### config.mk
export PLATFORM = sky130hd
export DESIGN_NAME = hazard_scoreboard_flat
export DESIGN_NICKNAME = d
export VERILOG_FILES = /design/src/rtl/hazard_scoreboard_if.sv /design/src/rtl/hazard_scoreboard.sv /design/src/flat_wrapper.sv
export SDC_FILE = /design/constraint.sdc
export NUM_CORES = 1
export LEC_CHECK = 0
export ABC_AREA = 1
export BUFFER_PORTS_ARGS = -buffer_cell sky130_fd_sc_hd__buf_2
export CORE_MARGIN = 3
export CORE_UTILIZATION = 55
export CTS_CLUSTER_SIZE = 30
export DETAILED_ROUTE_END_ITERATION = 10
export GPL_ROUTABILITY_DRIVEN = 1
export GPL_TIMING_DRIVEN = 1
export PLACE_DENSITY = 0.76
export SLEW_MARGIN = 20
export SYNTH_ARGS = -nofsm -noshare
export SYNTH_HDL_FRONTEND = slang
export SYNTH_SLANG_ARGS = --single-unit
### constraint.sdc
create_clock -name clk -period 3.8 [get_ports clk]
set_clock_uncertainty 0.1 [all_clocks]
set_input_delay 0.38 -clock clk [delete_from_list [all_inputs] [get_ports clk]]
set_output_delay 0.38 -clock clk [all_outputs]
set_load 0.005 [all_outputs]
### src/rtl/hazard_scoreboard_if.sv
// ID-stage hazard bus between the decode stage (master) and the
// latency-aware hazard scoreboard (slave).
interface hazard_scoreboard_if #(
    parameter int REG_W = 4,
    parameter int LAT_W = 3
);
    localparam int NUM_REGS = 2 ** REG_W;

    logic                id_valid;
    logic [REG_W-1:0]    id_rs;
    logic [REG_W-1:0]    id_rt;
    logic                id_rs_used;
    logic                id_rt_used;
    logic                id_branch;
    logic                id_store;
    logic                id_wr_en;
    logic [REG_W-1:0]    id_rd;
    logic [LAT_W-1:0]    id_lat;
    logic                freeze;
    logic                stall;
    logic [NUM_REGS-1:0] busy_vec;

    modport master (
        output id_valid, id_rs, id_rt, id_rs_used, id_rt_used, id_branch,
               id_store, id_wr_en, id_rd, id_lat, freeze,
        input  stall, busy_vec
    );

    modport slave (
        input  id_valid, id_rs, id_rt, id_rs_used, id_rt_used, id_branch,
               id_store, id_wr_en, id_rd, id_lat, freeze,
        output stall, busy_vec
    );
endinterface

### src/rtl/hazard_scoreboard.sv
// Latency-aware hazard scoreboard for the in-order pipeline.
// One countdown per architectural register holds the cycles remaining until
// the pending producer's value reaches the ID-stage bypass; decode operands
// are compared against it to drive a combinational stall.
// Optional: define HAZARD_STATS_EN to add a saturating stall_cycles counter.
module hazard_scoreboard #(
    parameter int REG_W = 4,
    parameter int LAT_W = 3
) (
    input  logic               clk,
    input  logic               rst_n,
    hazard_scoreboard_if.slave sb
`ifdef HAZARD_STATS_EN
    ,
    output logic [31:0]        stall_cycles
`endif
);
    localparam int NUM_REGS = 2 ** REG_W;
    localparam int CNT_W    = LAT_W + 1;

    typedef logic [CNT_W-1:0] cnt_t;

    cnt_t cnt_q [NUM_REGS];
    cnt_t cnt_d [NUM_REGS];

    logic rs_hazard;
    logic rt_hazard;
    logic stall;
    logic issue;
    cnt_t new_lat;

    // Bypass reachability threshold depends on where the consumer needs it:
    // branches resolve in ID, store data is needed one stage later than ALU operands.
    function automatic logic src_hazard(input cnt_t c, input logic is_branch,
                                        input logic is_store_data);
        if (is_branch)
            src_hazard = (c != '0);
        else if (is_store_data)
            src_hazard = (c > cnt_t'(2));
        else
            src_hazard = (c > cnt_t'(1));
    endfunction

    function automatic cnt_t count_down(input cnt_t c);
        count_down = (c != '0) ? (c - cnt_t'(1)) : '0;
    endfunction

    // Hazard detection and issue qualification from registered counters.
    always_comb begin
        rs_hazard = sb.id_rs_used & src_hazard(cnt_q[sb.id_rs], sb.id_branch, 1'b0);
        rt_hazard = sb.id_rt_used & src_hazard(cnt_q[sb.id_rt], sb.id_branch, sb.id_store);
        stall     = sb.id_valid & (rs_hazard | rt_hazard);
        issue     = sb.id_valid & ~stall & ~sb.freeze;
        sb.stall  = stall;
    end

    // Counter next-state: hold on freeze, load on issued write, else count down.
    always_comb begin
        new_lat = cnt_t'(sb.id_lat) + cnt_t'(1);
        for (int unsigned r = 0; r < NUM_REGS; r++) begin
            cnt_d[r] = cnt_q[r];
            if (sb.freeze) begin
                cnt_d[r] = cnt_q[r];
            end else if (issue && sb.id_wr_en && (sb.id_rd == REG_W'(r)) && (r != 0)) begin
                // WAW: the older, longer-latency producer still gates readers.
                cnt_d[r] = (new_lat > count_down(cnt_q[r])) ? new_lat : count_down(cnt_q[r]);
            end else begin
                cnt_d[r] = count_down(cnt_q[r]);
            end
        end
        cnt_d[0] = '0;
    end

    // Scoreboard counter registers with synchronous active-low reset.
    always_ff @(posedge clk) begin
        if (!rst_n) begin
            for (int unsigned r = 0; r < NUM_REGS; r++)
                cnt_q[r] <= '0;
        end else begin
            for (int unsigned r = 0; r < NUM_REGS; r++)
                cnt_q[r] <= cnt_d[r];
        end
    end

    // Busy flags are a direct view of the registered counters.
    always_comb begin
        sb.busy_vec = '0;
        for (int unsigned r = 0; r < NUM_REGS; r++)
            sb.busy_vec[r] = (cnt_q[r] != '0);
    end

`ifdef HAZARD_STATS_EN
    logic [31:0] stall_cycles_q;
    logic [31:0] stall_cycles_d;

    // Saturating count of stall cycles that actually cost a pipeline slot.
    always_comb begin
        stall_cycles_d = stall_cycles_q;
        if (stall && !sb.freeze && (stall_cycles_q != '1))
            stall_cycles_d = stall_cycles_q + 32'd1;
    end

    // Stall statistics register.
    always_ff @(posedge clk) begin
        if (!rst_n)
            stall_cycles_q <= '0;
        else
            stall_cycles_q <= stall_cycles_d;
    end

    assign stall_cycles = stall_cycles_q;
`endif
endmodule

### src/flat_wrapper.sv
// flat-port wrapper written by rule: the top's interface ports become plain ports
module hazard_scoreboard_flat 
#(
    parameter int REG_W = 4,
    parameter int LAT_W = 3
)
  (clk, rst_n, sb_id_valid, sb_id_rs, sb_id_rt, sb_id_rs_used, sb_id_rt_used, sb_id_branch, sb_id_store, sb_id_wr_en, sb_id_rd, sb_id_lat, sb_freeze, sb_stall, sb_busy_vec);
  hazard_scoreboard_if #(.REG_W(REG_W), .LAT_W(LAT_W)) sb_i ();
  input  logic clk;
  input  logic rst_n;
  input wire logic [$bits(sb_i.id_valid)-1:0] sb_id_valid;
  input wire logic [$bits(sb_i.id_rs)-1:0] sb_id_rs;
  input wire logic [$bits(sb_i.id_rt)-1:0] sb_id_rt;
  input wire logic [$bits(sb_i.id_rs_used)-1:0] sb_id_rs_used;
  input wire logic [$bits(sb_i.id_rt_used)-1:0] sb_id_rt_used;
  input wire logic [$bits(sb_i.id_branch)-1:0] sb_id_branch;
  input wire logic [$bits(sb_i.id_store)-1:0] sb_id_store;
  input wire logic [$bits(sb_i.id_wr_en)-1:0] sb_id_wr_en;
  input wire logic [$bits(sb_i.id_rd)-1:0] sb_id_rd;
  input wire logic [$bits(sb_i.id_lat)-1:0] sb_id_lat;
  input wire logic [$bits(sb_i.freeze)-1:0] sb_freeze;
  output wire logic [$bits(sb_i.stall)-1:0] sb_stall;
  output wire logic [$bits(sb_i.busy_vec)-1:0] sb_busy_vec;
  assign sb_i.id_valid = sb_id_valid;
  assign sb_i.id_rs = sb_id_rs;
  assign sb_i.id_rt = sb_id_rt;
  assign sb_i.id_rs_used = sb_id_rs_used;
  assign sb_i.id_rt_used = sb_id_rt_used;
  assign sb_i.id_branch = sb_id_branch;
  assign sb_i.id_store = sb_id_store;
  assign sb_i.id_wr_en = sb_id_wr_en;
  assign sb_i.id_rd = sb_id_rd;
  assign sb_i.id_lat = sb_id_lat;
  assign sb_i.freeze = sb_freeze;
  assign sb_stall = sb_i.stall;
  assign sb_busy_vec = sb_i.busy_vec;
  hazard_scoreboard #(.REG_W(REG_W), .LAT_W(LAT_W)) u_core (.clk(clk), .rst_n(rst_n), .sb(sb_i));
endmodule
# After elaboration in Yosys (flattened, before gate mapping)
# Memory sizes are Yosys's and may differ from the RTL's.
# Cells that the tools add are included.
[op_classes] order_cmp=18 addsub=16 n_bitwise=24 n_eq_ne=15 reduce_logical=34 n_mux=81
[op_table] operator="4-bit two-way mux" n=76
[op_table] operator="4-bit nonzero test" n=18
[op_table] operator="4-bit > comparator" n=15
[op_table] operator="4-bit by 1-bit subtractor with 4-bit output (second input constant)" n=15
[op_table] operator="4-bit equality test (second input constant)" n=8
[op_table] operator="1-bit OR" n=17
[op_table] operator="4-bit by 3-bit equality test with 1-bit output (second input constant)" n=4
[op_table] operator="1-bit logical AND" n=16
[op_table] operator="4-bit by 2-bit equality test with 1-bit output (second input constant)" n=2
[op_table] operator="4-bit by 1-bit > comparator with 1-bit output (second input constant)" n=2
[op_table] operator="1-bit AND" n=5
[op_table] operator="1-bit two-way mux" n=5
[op_table] operator="3-bit by 1-bit adder with 4-bit output (second input constant)" n=1
[op_table] operator="4-bit by 1-bit equality test with 1-bit output (second input constant)" n=1
[op_table] operator="4-bit by 2-bit > comparator with 1-bit output (second input constant)" n=1
[op_table] operator="1-bit NOT" n=2
[word_totals] output_inout_bits=17 ff_bits=0 wordCells=189 inputBits=24 n_memories=1 ramBits=64
[memory_table] name="u_core.cnt_q" words=16 word_bits=4 rd=18 rd_ports_with_merged_regs=0 wr=16 line="hazard_scoreboard.sv:23" source="cnt_t cnt_q [NUM_REGS];"

# Longest topological paths before layout
# Gate-level depths: netlist of the first run.
# An unclocked memory read counts as a cell.
[depth] word_depth=15 depth_mapped=19 depth_no_buf=19

# Least setup slack after synthesis of the first run
# No wires, ideal clock.
[synth_path] path_kind="input port to flip-flop" startpoint="input sb_id_lat[0]" endpoint="memory u_core.cnt_q[3][1] (netlist name)" required_ps=3583 path_buffers=1 t_arrival_ps=2853 setup_ps=117 stages=14 setup_slack_ps=730 cell_sequence="ha_1 -> xnor2_1 -> clkbuf_1 -> inv_1 -> ha_1 -> nand2_1 -> o21ai_0 -> o21ai_0 -> nor4_1 -> nand4_4 -> nand2_1 -> nand2_1 -> nor2_1 -> nor2_1"
[synth_lines] item="start, declared" line="flat_wrapper.sv:20" source="input wire logic [$bits(sb_i.id_lat)-1:0] sb_id_lat;"
[synth_lines] item="end, declared" line="hazard_scoreboard.sv:23"

# Worst setup path after layout of the first run
[layout_path] startpoint="input sb_id_rt[0]" endpoint="output sb_stall"
[layout_via] elab_chain_cells=7 word_cells_on_any_way=9
[layout_lines] item="start, declared" line="flat_wrapper.sv:13" source="input wire logic [$bits(sb_i.id_rt)-1:0] sb_id_rt;"
[layout_lines] item="memory read 16 x 4 bit *"
[layout_lines] item="4-bit by 1-bit > comparator with 1-bit output or 4-bit by 2-bit > comparator with 1-bit output (tied branches)" line="hazard_scoreboard.sv:41, hazard_scoreboard.sv:39"
[layout_lines] item="1-bit two-way mux" line="hazard_scoreboard.sv:38" source="else if (is_store_data)"
[layout_lines] item="1-bit two-way mux *" line="hazard_scoreboard.sv:36" source="if (is_branch)"
[layout_lines] item="1-bit AND *" line="hazard_scoreboard.sv:51" source="rt_hazard = sb.id_rt_used & src_hazard(cnt_q[sb.id_rt], sb.id_branch, sb.id_store);"
[layout_lines] item="1-bit OR *" line="hazard_scoreboard.sv:52" source="stall = sb.id_valid & (rs_hazard | rt_hazard);"
[layout_lines] item="1-bit AND *" line="hazard_scoreboard.sv:52"
[layout_lines] item="end, declared" line="flat_wrapper.sv:22" source="output wire logic [$bits(sb_i.stall)-1:0] sb_stall;"
# Mark *: on every way between the ends. The rest lies on a longest branch, timed or not.

==> flow_summary.json, run 1 <==
{
  "status": "completed",
  "place_congestion": 0.974,
  "synth_cells": 1153,
  "antenna_found_initial": 0,
  "ys_seq_elements": 60,
  "drive_gt1_frac": 0.0696,
  "synthArstFlopShare": 0,
  "start_kind": "primary input",
  "clockBufferDepth": 2,
  "synth.most_common_cell": "nor2_1",
  "num_antenna_cells": 0,
  "end_kind": "output port",
  "synth-seq-area-share": 0.186,
  "avgRoutedWirePerCell_um": 13.9,
  "setup_violations": 0,
  "synth_top_area_cell": "dfxtp_1",
  "drc": 0,
  "critical_path_required_ns": 3.32,
  "drv_cap": 0,
  "dr.max_layer_used": "met4",
  "intPower_w": 0.00145,
  "synth_top_area_frac": 0.186,
  "finalNetCount": 1263,
  "worst_pin_slew_ns": 1.07,
  "p_sw_frac": 0.391,
  "grt_pass1_wl_um": 30300,
  "synth_edf_count": 0,
  "htree_levels": 3,
  "die_width_um": 114,
  "pre_cts_ws_ns": 0.713,
  "tns_ns": 0,
  "synthTopCellsByCount": "nor2_1, nand2_1, inv_1, o21ai_0, a21oi_1",
  "timing.hold.ws_ns": 0.347,
  "arrival_ns": 2.36,
  "clk_latency_ns": 0.34,
  "switching_power_w": 0.000933,
  "yosys.cell_types.count": 33,
  "synth.area.top_cells": "dfxtp_1, nor2_1, nand2_1",
  "wl_met3_um": 1240,
  "wl_met1_um": 8430,
  "seqPwrFrac": 0.308,
  "cts-root-buf": "clkbuf_16",
  "vias_per_cell": 5.32,
  "rsz0062_at_grt": "no",
  "hold_buffers": 0,
  "drtIter0Drc": 685,
  "clk_pin_slew_ns": 0.05,
  "slew_headroom": 0.286,
  "path_max_fanout": 21,
  "grt_max_degree": 117,
  "power_density_nw_per_um2": 343,
  "cts_tree": "yes",
  "cts_sinks": 60,
  "min_path_type": "primary input to flop",
  "fin_crit_ns": 2.84,
  "p_comb_frac": 0.387,
  "leakagePower_nw": 3.80,
  "syn-mean-instance-area_um2": 5.60,
  "die_h_um": 114,
  "grt.overflow.total": 0,
  "hold_viol_final": 0,
  "initial_utilization": 0.578,
  "path_class": "primary input to output port",
  "cts_buffers": 9,
  "syn_area_um2": 6450,
  "dp_hpwl_um": 12800,
  "vias": 7012,
  "reg_top3": "u_core.cnt_q: 60 flops",
  "die_area_um2": 13100,
  "regMostFlops": "u_core.cnt_q",
  "first_pass_iters": 5,
  "num_io_pins": 41,
  "core_um2": 11200,
  "layout_setup_ws_ns": 0.965,
  "postCtsResizedCells": 0,
  "slew_violations": 0,
  "synth_warnings": 0,
  "synth_ff_type": "dfxtp_1",
  "fill_cells": 1116,
  "synth_nets": 1238,
  "grt_pass1_vias": 6165,
  "rows": 38,
  "port_buffers": 39,
  "postCtsSetupBuffers": 0,
  "largest_reg_flops": 60,
  "grt_usage": 0.291,
  "vdd_drop_max_mv": 0.215,
  "fmax_mhz": 353,
  "syn2layout_area_growth_pct": 7.74,
  "wl_met2_um": 7920,
  "totalWireLength_um": 18300,
  "ant_nets": 0,
  "fin_crit_sh": 0.746,
  "clkPwrFrac": 0.305
}
[layout make-up]
class / count / area, um2 / share of cell area
Inverter: 189 / 709 / 0.102
Timing Repair Buffer: 47 / 255 / 0.0367
Sequential cell: 60 / 1200 / 0.173
Multi-Input combinational cell: 871 / 4370 / 0.628
Clock buffer: 12 / 246 / 0.0355
Tap cell: 140 / 175 / 0.0252
[power by group through the flow]
stage / logic [W] / registers [W] / clock network, W
2_1_floorplan: 0.000702 / 0.000730 / 0
3_5_place_dp: 0.000907 / 0.000747 / 0
4_1_cts: 0.000916 / 0.000734 / 0.000748
5_1_grt: 0.00108 / 0.000743 / 0.000775
3_3_place_gp: 0.000893 / 0.000747 / 0
6_report: 0.000924 / 0.000736 / 0.000727
[through the flow]
step / total power, W / instance area (um2) / utilization / instances
after global routing: 0.00260 / 6950 / 0.622 / 1319
final: 0.00239 / 6950 / 0.622 / 1319
after floorplan: 0.00143 / 6450 / - / 1153
after global placement: 0.00164 / 6710 / 0.600 / 1307
after detailed placement: 0.00165 / 6710 / 0.600 / 1307
after CTS: 0.00240 / 6950 / 0.622 / 1319
[final timing paths]
check / slack (ns) / startpoint / to / cells past startpoint
hold reg to reg: 0.42 / u_core.cnt_q[1][3] / u_core.cnt_q[1][3] / 2
setup / recovery: 0.96 / sb_id_rt[0] / sb_stall / 12
hold / removal: 0.35 / sb_freeze / u_core.cnt_q[14][0] / 4
setup reg to reg: 1.13 / u_core.cnt_q[6][0] / u_core.cnt_q[6][2] / 16
[cell families (layout without fill, tap and decap cells)]
group,after synthesis,after routing,share of synthesized area
and+or+nand+nor,645,645,0.420
buffers and inverters,222,248,0.139
AOI/OAI and AO/OA,163,163,0.135
adders and majority gates,61,61,0.118
DFF,60,60,0.186
other,1,1,0.000581
xor gates and xnor gates,1,1,0.00136
[cell usage in the layout, fill, tap and decap left out, types with 4 or more instances in the layout]
cell / n
nor2_1: 303
nand2_1: 263
inv_1: 183
o21ai_0: 82
a21oi_1: 65
ha_1: 61
dfxtp_1: 60
nand3_1: 47
buf_2: 39
clkbuf_16: 9
nand4_4: 8
buf_4: 8
nand4_1: 7
inv_2: 6
nor3_1: 6
o21bai_1: 4
a32oi_1: 4
[routing by layer]
layer  up-vias  global-route usage
met5         -                   0
met2       238               0.454
li1       3663                   -
met1      3056               0.394
met4         0               0.138
met3        55              0.0418
[worst max-delay path, cell delays in order]
cell and delay, ns:
buf_2 0.39, inv_2 0.24, nand2_1 0.12, nand3_1 0.08, nand3_1 0.10, nand2_1 0.08
nand2_1 0.06, nand2_1 0.05, nand3_2 0.09, nand3_4 0.36, a21oi_1 0.25, buf_2 0.13
(Power assumes the default switching activity.)
==> run 2, diff against run 1 <==
Clock period 3.8 ns to 2.75 ns, I/O delays scaled along.
==> flow_summary.json, run 2 (synthesis results as in run 1) <==
{
  "syn2layout_area_growth_pct": 12.6,
  "grt_max_degree": 117,
  "initial_utilization": 0.578,
  "grt_usage": 0.294,
  "fin_crit_ns": 2.57,
  "max_stage_delay_ns": 0.36,
  "totalWireLength_um": 18800,
  "placedCellCount": 1318,
  "placed_area_um2": 6800,
  "final_cell_mix": "nor2_1, nand2_1, inv_1",
  "start_kind": "flop",
  "power_density_nw_per_um2": 481,
  "dp_hpwl_um": 13200,
  "fmax_mhz": 389,
  "slowest_stage": "dfxtp_4",
  "worst_pin_slew_ns": 1.08,
  "final_common_cell": "nor2_1",
  "vdd_drop_max_mv": 0.645,
  "setup_violations": 0,
  "drive_gt1_frac": 0.114,
  "cpMostUsedCell": "nor2_1",
  "leakagePower_nw": 3.95,
  "cp_cell_sequence": "nor2_4, inv_2, nor2_4, nor2_1, nor2_1, inv_1, ha_1, nand2_2, o21ai_2, o21ai_1, nor4_2, nand4_1, buf_6, nand2_1, nand2_1, nor2_1, nor2_1",
  "path_class": "flop to flop",
  "cts_buffers": 9,
  "slew_violations": 0,
  "port_buffers": 39,
  "first_pass_iters": 5,
  "grt_pass1_wl_um": 30500,
  "htree_levels": 3,
  "die_area_um2": 13100,
  "vias_per_cell": 5.27,
  "drv_cap": 0,
  "reg_top3": "u_core.cnt_q: 60 flops",
  "min_path_type": "primary input to flop",
  "end_kind": "flop",
  "grt.overflow.total": 0,
  "design_area_um2": 7270,
  "rows": 38,
  "drtIter0Drc": 661,
  "cts-root-buf": "clkbuf_16",
  "vias": 7093,
  "cts_tree": "yes",
  "grt_pass1_vias": 6216,
  "largest_reg_flops": 60,
  "pre_cts_ws_ns": -0.0678,
  "finalNetCount": 1287,
  "clk_latency_ns": 0.35,
  "drc": 0,
  "ant_nets": 0,
  "timing.hold.ws_ns": 0.242,
  "num_antenna_cells": 0,
  "regMostFlops": "u_core.cnt_q",
  "path_max_fanout": 8,
  "hold_viol_final": 0,
  "core_um2": 11200,
  "cts_sinks": 60,
  "stdcell_count": 1346,
  "status": "completed",
  "clk_pin_slew_ns": 0.06,
  "critical_path_required_ns": 2.88,
  "arrival_ns": 2.70,
  "num_io_pins": 41,
  "die_width_um": 114,
  "fin_crit_sh": 0.936,
  "power.total_w": 0.00349,
  "slew_headroom": 0.283,
  "clockBufferDepth": 2,
  "layout_setup_ws_ns": 0.176,
  "place_congestion": 0.952,
  "antenna_found_initial": 0,
  "avgRoutedWirePerCell_um": 14.0,
  "die_h_um": 114
}
-- run 2: per-layer routing --
layer / global-route usage / routed length [um] / vias to the layer above
met5: 0 / 0 / -
met4: 0.123 / 612 / 0
met3: 0.0550 / 1180 / 44
met2: 0.464 / 8490 / 230
met1: 0.392 / 8560 / 3117
li1: - / - / 3702
-- run 2: repair_timing --
action / 4_1_cts / 5_1_grt
hold buffers: 0 / 0
setup buffers: 1 / 12
setup endpoints to repair: 4 / 35
cloned: 0 / 0
pin swaps: 1 / 22
gates resized for setup: 0 / 38
-- run 2: path summary, 6_finish.rpt --
path,start,endpoint,slack (ns),depth (start not counted)
min reg2reg,u_core.cnt_q[1][3],u_core.cnt_q[1][3],0.43,2
max,u_core.cnt_q[6][1],u_core.cnt_q[6][3],0.18,17
min,sb_freeze,u_core.cnt_q[14][0],0.24,4
max reg2reg,u_core.cnt_q[6][1],u_core.cnt_q[6][3],0.18,17
-- run 2: report_power, final --
group / total, W / internal [W] / switching [W]
Sequential: 0.00102 / 0.000941 / 0.0000780
Clock: 0.00112 / 0.000702 / 0.000418
Combinational: 0.00136 / 0.000500 / 0.000856
Total: 0.00349 / 0.00214 / 0.00135
-- run 2: worst max-delay path, delay by kind of cell (launching register included) --
family	cells	cell delay, ns
buffers and inverters	3	0.30
AND/OR/NAND/NOR	11	1.21
adder cells (fa/ha/maj)	1	0.28
flip-flops	1	0.36
AO/OA/AOI/OAI	2	0.21
-- run 2: area by class of cell --
| class | count | area [um2] |
|---|---|---|
| multi-input cells | 871 | 4440 |
| repair buffers | 71 | 439 |
| fillers | 1114 | 3910 |
| well taps | 140 | 175 |
| flip-flops and latches | 60 | 1210 |
| clock buffers | 14 | 284 |
| clock inverters | 1 | 5.00 |
| inverters | 189 | 709 |
-- run 2: through the flow --
step	TNS, ns	util
3_5_place_dp	-0.211	0.608
5_1_grt	-0.113	0.651
2_1_floorplan	0	-
4_1_cts	0	0.635
3_3_place_gp	0	0.608
6_report	0	0.651
